===== src/rtl/mod_add.sv =====
// Modular adder/subtractor over Z_q with a combinational result, a registered
// copy qualified by valid, and an operand range-check flag.
module mod_add #(
    parameter int unsigned Q     = 3329,
    parameter int unsigned WIDTH = 12
) (
    input  logic             clk,
    input  logic             rst_n,
    input  logic [WIDTH-1:0] op1_i,
    input  logic [WIDTH-1:0] op2_i,
    input  logic             sub_i,
    input  logic             valid_i,
    output logic [WIDTH-1:0] result_o,
    output logic [WIDTH-1:0] result_q_o,
    output logic             valid_o,
    output logic             range_err_o
);

    // One guard bit keeps the raw sum/difference exact before correction.
    localparam int unsigned SW = WIDTH + 1;

    logic [SW-1:0]    q_ext;
    logic [SW-1:0]    sum_c;
    logic [SW-1:0]    diff_c;
    logic [WIDTH-1:0] result_c;

    logic [WIDTH-1:0] result_reg_d, result_reg_q;
    logic             valid_d, valid_q;

    assign q_ext  = SW'(Q);
    assign sum_c  = SW'(op1_i) + SW'(op2_i);
    assign diff_c = SW'(op1_i) - SW'(op2_i);

    // Single conditional correction; the top bit of diff_c is its sign.
    always_comb begin
        result_c = '0;
        if (sub_i) begin
            if (diff_c[SW-1]) begin
                result_c = WIDTH'(diff_c + q_ext);
            end else begin
                result_c = WIDTH'(diff_c);
            end
        end else begin
            if (sum_c >= q_ext) begin
                result_c = WIDTH'(sum_c - q_ext);
            end else begin
                result_c = WIDTH'(sum_c);
            end
        end
    end

    assign result_o    = result_c;
    assign range_err_o = (op1_i >= WIDTH'(Q)) || (op2_i >= WIDTH'(Q));

    always_comb begin
        valid_d      = valid_i;
        result_reg_d = result_reg_q;
        if (valid_i) begin
            result_reg_d = result_c;
        end
    end

    always_ff @(posedge clk or negedge rst_n) begin
        if (!rst_n) begin
            result_reg_q <= '0;
            valid_q      <= 1'b0;
        end else begin
            result_reg_q <= result_reg_d;
            valid_q      <= valid_d;
        end
    end

    assign result_q_o = result_reg_q;
    assign valid_o    = valid_q;

endmodule


===== config.mk =====
export PLATFORM = sky130hd
export DESIGN_NAME = mod_add
export DESIGN_NICKNAME = d
export VERILOG_FILES = /design/src/rtl/mod_add.sv
export SDC_FILE = /design/constraint.sdc
export NUM_CORES = 1
export LEC_CHECK = 0
export CAP_MARGIN = 0
export CORE_MARGIN = 2
export CORE_UTILIZATION = 35
export DETAILED_ROUTE_END_ITERATION = 8
export PLACE_DENSITY = 0.59
export SYNTH_ARGS = -nofsm -noshare
export SYNTH_HDL_FRONTEND = slang
export SYNTH_SLANG_ARGS = --single-unit

===== constraint.sdc =====
create_clock -name clk -period 3.7 [get_ports clk]
set_input_delay 0.555 -clock clk [delete_from_list [all_inputs] [get_ports clk]]
set_output_delay 0.555 -clock clk [all_outputs]
set_load 0.005 [all_outputs]

== Word-level counts from Yosys, hierarchy flattened ==
Index checks and enable logic that the tools add are counted.

* Add/subtract/negate cells: 4
* Multiply operators: 0
* Div/mod/pow operators: 0
* $lt $le $gt $ge: 3
* Equality and inequality tests: 0
* Shift-type cells: 0
* Multiplexer cells: 3
* Bitwise gates (word level): 0
* Reductions and logical operators: 1

{| class="wikitable"
|+ Operator list
! kind !! count
|-
| 2-to-1 mux 12 bit || 3
|-
| >= comparator 12 bit, second input constant || 2
|-
| adder 12 x 12 -> 13 bit || 1
|-
| >= comparator 13 x 12 -> 1 bit, second input constant || 1
|-
| subtractor 12 x 12 -> 13 bit || 1
|-
| adder 12 bit, second input constant || 1
|-
| subtractor 12 bit, second input constant || 1
|-
| logical OR 1 bit || 1
|}

* Bits in registers: 13
* Latch bits: 0
* Bits in writable memories: 0
* Bits in read-only memories: 0
* Input bits: 28
* Memories: 0

== Depth between registers and ports, before layout ==
* Depth after elaboration: 4
* Depth in mapped cells: 13

== Least setup slack after synthesis ==
OpenSTA, ideal clock, no wires.

* Kind: input to output
* Start: in op1_i[0]
* End: out result_o[9]
* Arrival time: 3.339 ns
* Required time: 3.145 ns
* Setup slack: -0.194 ns
* Stages on the path: 10
* Path buffers: 0
* Cell sequence: ha_1 fa_1 nor2b_4 o31a_1 a2111oi_4 nor2_2 or4b_4 a2111oi_2 o32ai_1 a211oi_2

* Longest elaborated chain between the ends: 4
* Elaborated cells between the ends (all ways): 8
* Classes of those cells: add/sub (4); order compare (1); mux (3)

{| class="wikitable"
|+ RTL lines
! item !! line !! text
|-
| from (decl) || 9 || <nowiki>input logic [WIDTH-1:0] op1_i,</nowiki>
|-
| adder 12 x 12 -> 13 bit or subtractor 12 x 12 -> 13 bit (tied branches) || 31, 32 ||
|-
| subtractor 12 bit, or another cell as far along || 45 || <nowiki>result_c = WIDTH'(sum_c - q_ext);</nowiki>
|-
| 2-to-1 mux 12 bit, on equally long branches || 44, 38 ||
|-
| 2-to-1 mux 12 bit * || 37 || <nowiki>if (sub_i) begin</nowiki>
|-
| to (decl) || 13 || <nowiki>output logic [WIDTH-1:0] result_o,</nowiki>
|}

Mark *: on every way between the ends. The rest lies on a longest branch, timed or not.

== Worst setup path in the final report ==
* Start: in op1_i[0]
* End: out result_o[10]

Same word-level chain as after synthesis.

==> metrics.cfg <==
[critical_path]
crit_fanout = 3
cp-end-kind = output port
cp-start-kind = primary input
crit_type = in -> out
cp-endpoint = result_o[10]
regToRegSetupSlack_ns = 2.85
crit_top_cell = buf_6
crit_chain = buf_6, buf_6, ha_4, fa_2, nor2b_4, o311a_1, a311oi_2, nand4_1, buf_4, or2_4, or4b_4, a21boi_2, a21oi_2, o21ai_1, buf_2
cp.required_ns = 3.14
crit_buf_inv = 4
r2r_end = result_q_o[10]$_DFFE_PN0P_
cp.depth = 15
r2r-start = result_q_o[10]$_DFFE_PN0P_
worstPathArrival_ns = 3.58
r2r_cells = 2
crit_slowest_cell = or4b_4
critPathMaxStageDelay_ns = 0.50
startpoint = op1_i[0]
crit_family = simple AND/OR/NAND/NOR gates

[sta]
slew_headroom_pct = 57.89
setup_slack_ns = -0.4392
maxSlewViolCount = 0
hold_violations = 0
max_slew.worst_pin.slew_ns = 0.6296
final-setup-viol-count = 12
rsz0062_at_grt = yes
fin_crit_sh_pct = 111.9
fin_crit_ns = 4.139
fmax_mhz = 241.6
clock_skew_ns = 0

[outcome]
violations = setup timing
status = finished with violations

[finish]
area_growth_pct = 83.64
final_cell_area_um2 = 5321
regArea_um2 = 325.3
final_nets = 652
drive_gt1_share_pct = 48.32
multiInputGateArea_um2 = 2828
fillers = 699
utilization_pct = 65.42
antenna_cells = 0

[logic_synthesis]
ys_async_sr_fraction_pct = 100.0
syn_inst = 367
synth_ff_type = dfrtp_1
synth_edf_count = 0
yosysSeqAreaShare_pct = 11.23
synth_nets = 424
synth.avg_cell_area_um2 = 7.896
syn_area_um2 = 2898
ys_types = 79
ys.warnings.count = 0
ys_ff_latch = 13

[drt]
routed_wl_mm = 10.97
drc = 0
vias = 3717
drtIter0Drc = 98
avgRoutedWirePerCell_um = 15.69
first_pass_iters = 4
vias_per_cell = 5.318
antenna_left = 0

[floorplanning]
num_rows = 33
fp.coreArea_um2 = 8134
initial_utilization_pct = 35.63
die_h_um = 94.99
die-area_um2 = 9023
dieWidth_um = 94.99
io_pins = 54

[power]
ir_drop_mv = 0.1215
total_power_mw = 1.587
powerDensity_nw_per_um2 = 298.2
p_leak_nw = 2.364

[global_routing]
grt_pass1_vias = 3851
grt_start_max_net_pins = 17
antenna_found_initial = 0
grt_pass1_wl_mm = 17.91
grt_overflow = 0
grt_usage_pct = 25.11

[placed_design]
port-buffer-count = 53
placed_area_um2 = 4681
dp_hpwl_mm = 8.345
place_congestion = 0.8957

[cts]
htreeDepth = 1
cts_num_sinks = 13
cts.clk_slew.worst_paths_ns = 0.06
holdBufCountCts = 0
numCtsBuffers = 3
clock_path_buffers = 2
cts_tree = yes
cts_root_buf = clkbuf_8
insertion_delay_ns = 0.25

[hold_path]
hold_path.class = reg -> reg
hp-start = result_q_o[4]$_DFFE_PN0P_

[job]
drv_cap = 0

layout make-up:
type / count / share of cell area (%)
Multi-Input combinational cell: 313 / 53.14
Clock buffer: 4 / 0.8465
Tap cell: 105 / 2.469
Inverter: 29 / 2.093
Sequential cell: 13 / 6.113
Timing Repair Buffer: 235 / 35.34
cell families after synthesis:
| group | after synthesis | share of synthesized area [%] |
|---|---|---|
| simple gates | 129 | 24.78 |
| compound gates | 113 | 31.39 |
| buf+inv | 41 | 5.743 |
| fa+ha+maj | 29 | 13.04 |
| xor+xnor | 28 | 8.722 |
| mux | 14 | 5.095 |
| flops | 13 | 11.23 |
per-stage QoR:
| stage | hold WS [ns] | setup TNS, ns | setup slack, ns | cells |
|---|---|---|---|---|
| 2_1_floorplan | 0.2594 | -0.1116 | -0.05163 | 367 |
| 3_3_place_gp | 0.4907 | -16.62 | -1.183 | 667 |
| 3_5_place_dp | 0.5000 | -17.25 | -1.247 | 667 |
| 4_1_cts | 0.5119 | -5.365 | -0.5156 | 707 |
| 5_1_grt | 0.5433 | -6.382 | -0.5802 | 699 |
| 6_report | 0.5122 | -4.832 | -0.4392 | 699 |
worst min-delay path by stage:
stage                                       to  slack, ns  cells past startpoint
floorplan            result_q_o[0]$_DFFE_PN0P_       0.26                      0
global placement     result_q_o[8]$_DFFE_PN0P_       0.49                      1
detailed placement  result_q_o[11]$_DFFE_PN0P_       0.50                      1
CTS                 result_q_o[11]$_DFFE_PN0P_       0.51                      1
global route         result_q_o[4]$_DFFE_PN0P_       0.54                      1
finish               result_q_o[4]$_DFFE_PN0P_       0.51                      1
registers in the layout, summed over array words and instances, names as in the netlist:
signal / count
valid_o: 1
result_q_o: 12
cells in the final DEF (no fill, tap or decap), types with 8 or more instances in the layout:
cell,n
dfrtp_1,13
a21oi_1,18
clkdlybuf4s50_1,29
buf_6,14
xnor2_1,15
nand2_1,26
inv_2,8
o21ai_0,11
nand3_1,14
buf_4,167
ha_1,17
ha_4,9
nor2_1,25
inv_1,18
buf_2,12
xor2_1,8
cells in the mapped netlist (5+ instances only):
master	n	area [µm²]
a211o_1	6	52.55
a211oi_1	6	45.04
a21oi_1	20	100.1
a31oi_1	5	31.28
clkbuf_1	7	26.28
dfrtp_1	13	325.3
ha_1	27	337.8
inv_1	22	82.58
inv_2	5	18.77
mux2_2	6	67.56
mux2i_1	8	80.08
nand2_1	27	101.4
nand3_1	16	80.08
nand3b_1	6	45.04
nor2_1	25	93.84
nor3_1	7	35.03
o211ai_1	5	37.54
o21ai_0	12	60.06
o21ai_1	7	35.03
or3_1	5	31.28
xnor2_1	18	157.7
xor2_1	9	78.83
layer usage:
metal	routed length, µm	track usage, %	vias to the layer above
li1	-	-	1843
met1	4631	28.85	1762
met2	5803	47.81	87
met3	249	1.516	25
met4	283	10.14	0
met5	0	0	-
report_power, final:
| group | switching [mW] | total (mW) | internal [mW] |
|---|---|---|---|
| clock | 0.0554 | 0.132 | 0.0763 |
| combinational | 0.570 | 1.26 | 0.685 |
| sequential | 0.0194 | 0.200 | 0.181 |
| total | 0.645 | 1.59 | 0.942 |
worst reg2reg max path, stage by stage, from the launching register on:
cell and delay [ns]:
dfrtp_1 0.37, a221oi_1 0.25, o21ai_1 0.10
what timing repair did:
action | in CTS | in global routing
gates cloned | 1 | 0
buffers inserted | 41 | 7
gates resized for setup | 135 | 28
endpoints found under the setup margin | 22 | 16
pin swaps | 48 | 39
Power figures use the tool's default switching activity.
==> variant, RTL diff (same settings) <==
`WIDTH`: 12 -> 24.
--- a/src/rtl/mod_add.sv
+++ b/src/rtl/mod_add.sv
@@ -2,7 +2,7 @@
 // copy qualified by valid, and an operand range-check flag.
 module mod_add #(
     parameter int unsigned Q     = 3329,
-    parameter int unsigned WIDTH = 12
+    parameter int unsigned WIDTH = 24
 ) (
     input  logic             clk,
     input  logic             rst_n,
Interface: changed (resized op1_i, op2_i, result_o and result_q_o); port bits go from 54 to 102. The function was not compared with the original's and may differ.
==> variant against the original RTL <==
- the flow still finishes with violations (setup timing)
- power grew 130%
- routed wire length grew to 2.9 times the old value
- sequential cell count up 12
- register-to-register slack got worse by 50 ps
- largest cell class unchanged
- worst hold slack worse by 20 ps
- sequential power increased by 93%
- worst setup slack got worse by 680 ps
- final area rose by 140%
- core utilization increased by 8.7 points
- via count is 150% higher
- area after synthesis grew 110%
- count of clock-buffer cells in the layout is 1 lower
==> variant: results (changes against the original RTL) <==
| Metric | Value |
|---|---|
| Routability cong. | 1.02 (+14%) |
| Commonest cells post-synth | a21oi_1 (67), nand2_1 (66), nor2_1 (66) |
| Placed cell areas | 10400 um2 (+120%) |
| Number of global-route vias before repair | 8885 (+130%) |
| Hold Path Origin | result_q_o[18]$_DFFE_PN0P_ |
| Reg2reg setup slack | 2800 ps (-50 ps) |
| R2r endpoint | result_q_o[17]$_DFFE_PN0P_ |
| CP max-delay cell | a2111o_1 |
| Area grow syn2layout | 108% |
| Hold path cells | 2 (+1) |
| Via count | 9247 (+150%) |
| Comb pwr | 0.00306 W (+140%) |
| Failing checks | setup timing |
| Seq. pwr | 0.000386 W (+93%) |
| Worst path arrival time | 4260 ps (+680 ps) |
| DP HPWL | 22.3 mm (+170%) |
| Non-clk invs | 56 (+93%) |
| CP Max Fanout | 4 (+1) |
| Syn Nets | 941 (+120%) |
| All-layer global routing usage | 30.7% (+5.6 points) |
| CTS-repair resized insts | 388 (+190%) |
| Worst setup margin | -1120 ps (-678 ps) |
| WHS | 493 ps (-19.5 ps) |
| Fill count | 1198 (+71%) |
| Share of layout cells above drive strength 1 | 57.2% (+8.9 points) |
| Slew HR | 46.4% (-11 points) |
| Worst R2R Start | result_q_o[17]$_DFFE_PN0P_ |
| Nets | 1485 (+130%) |
| Buffering overhead | 36.5% (+1.2 points) |
| DRT iter0 DRCs | 872 (+790%) |
| Clk root buf | clkbuf_16 |
| Multi-input gates | 718 (+130%) |
| Sequential area share after synthesis | 10.2% (-1.1 points) |
| Clk cell area share | 0.646% (-0.20 points) |
| Clock buffers | 3 (-1) |
| Power, Total | 0.00371 W (+130%) |
| Worst stage delay on the critical path | 470 ps (-30 ps) |
| Max VDD drop | 0.000361 V (+200%) |
| Setup Viol. Count Final | 46 (+34) |
| First-pass GRT wire length | 45.7 mm (+160%) |
| DR pass1 iterations | 5 (+1) |
| Share of cell area taken by multi-input logic gates | 53.9% (+0.75 points) |
| Critical Path Sink | result_o[5] |
| Gate Count Post-Synth | 836 (+130%) |
| Total wire length | 32.0 mm (+190%) |
| Clk_lat worst skew | 270 ps (+20 ps) |
| Sequential cells | 25 (+12) |
| Largest net degree at the start of global routing | 31 (+14) |
| Number of flip-flops in the largest register | 24 (+12) |
| Internal power | 0.00208 W (+120%) |
| Status | finished, violations left |
| Non-Clock Buffer Count | 576 (+150%) |
| Pre-CTS WS | -1840 ps (-598 ps) |
| Critical path origin | op1_i[2] |
| Critical path's top delay family | compound AO/OA/AOI/OAI gates |
-- variant: cell count changes after synthesis, sizes merged, moves of 13 or more --
| cell | change |
|---|---|
| a21oi | +46 |
| and2 | +13 |
| clkbuf | +14 |
| ha | +24 |
| inv | +28 |
| nand2 | +39 |
| nor2 | +41 |
| nor3 | +23 |
| nor4 | +22 |
| o21ai | +18 |
| xnor2 | +13 |
-- variant: kinds of logic (layout without fill, tap and decap cells) --
family	count (synthesis)	in the layout	synth area share [%]
simple gates	322	322	28.9
compound gates	268	268	32.3
buf+inv	93	636	6.22
fa+ha+maj	53	53	11.0
xor+xnor	51	51	7.26
flops	25	25	10.2
mux	24	24	4.13
-- variant: layer usage --
layer / vias to the layer above / GRT usage [%] / share of wire [%]
li1: 4274 / - / -
met1: 4407 / 39.5 / 41
met5: - / 0 / 0
met3: 122 / 3.19 / 6.4
met4: 0 / 9.95 / 4.4
met2: 444 / 53.6 / 48
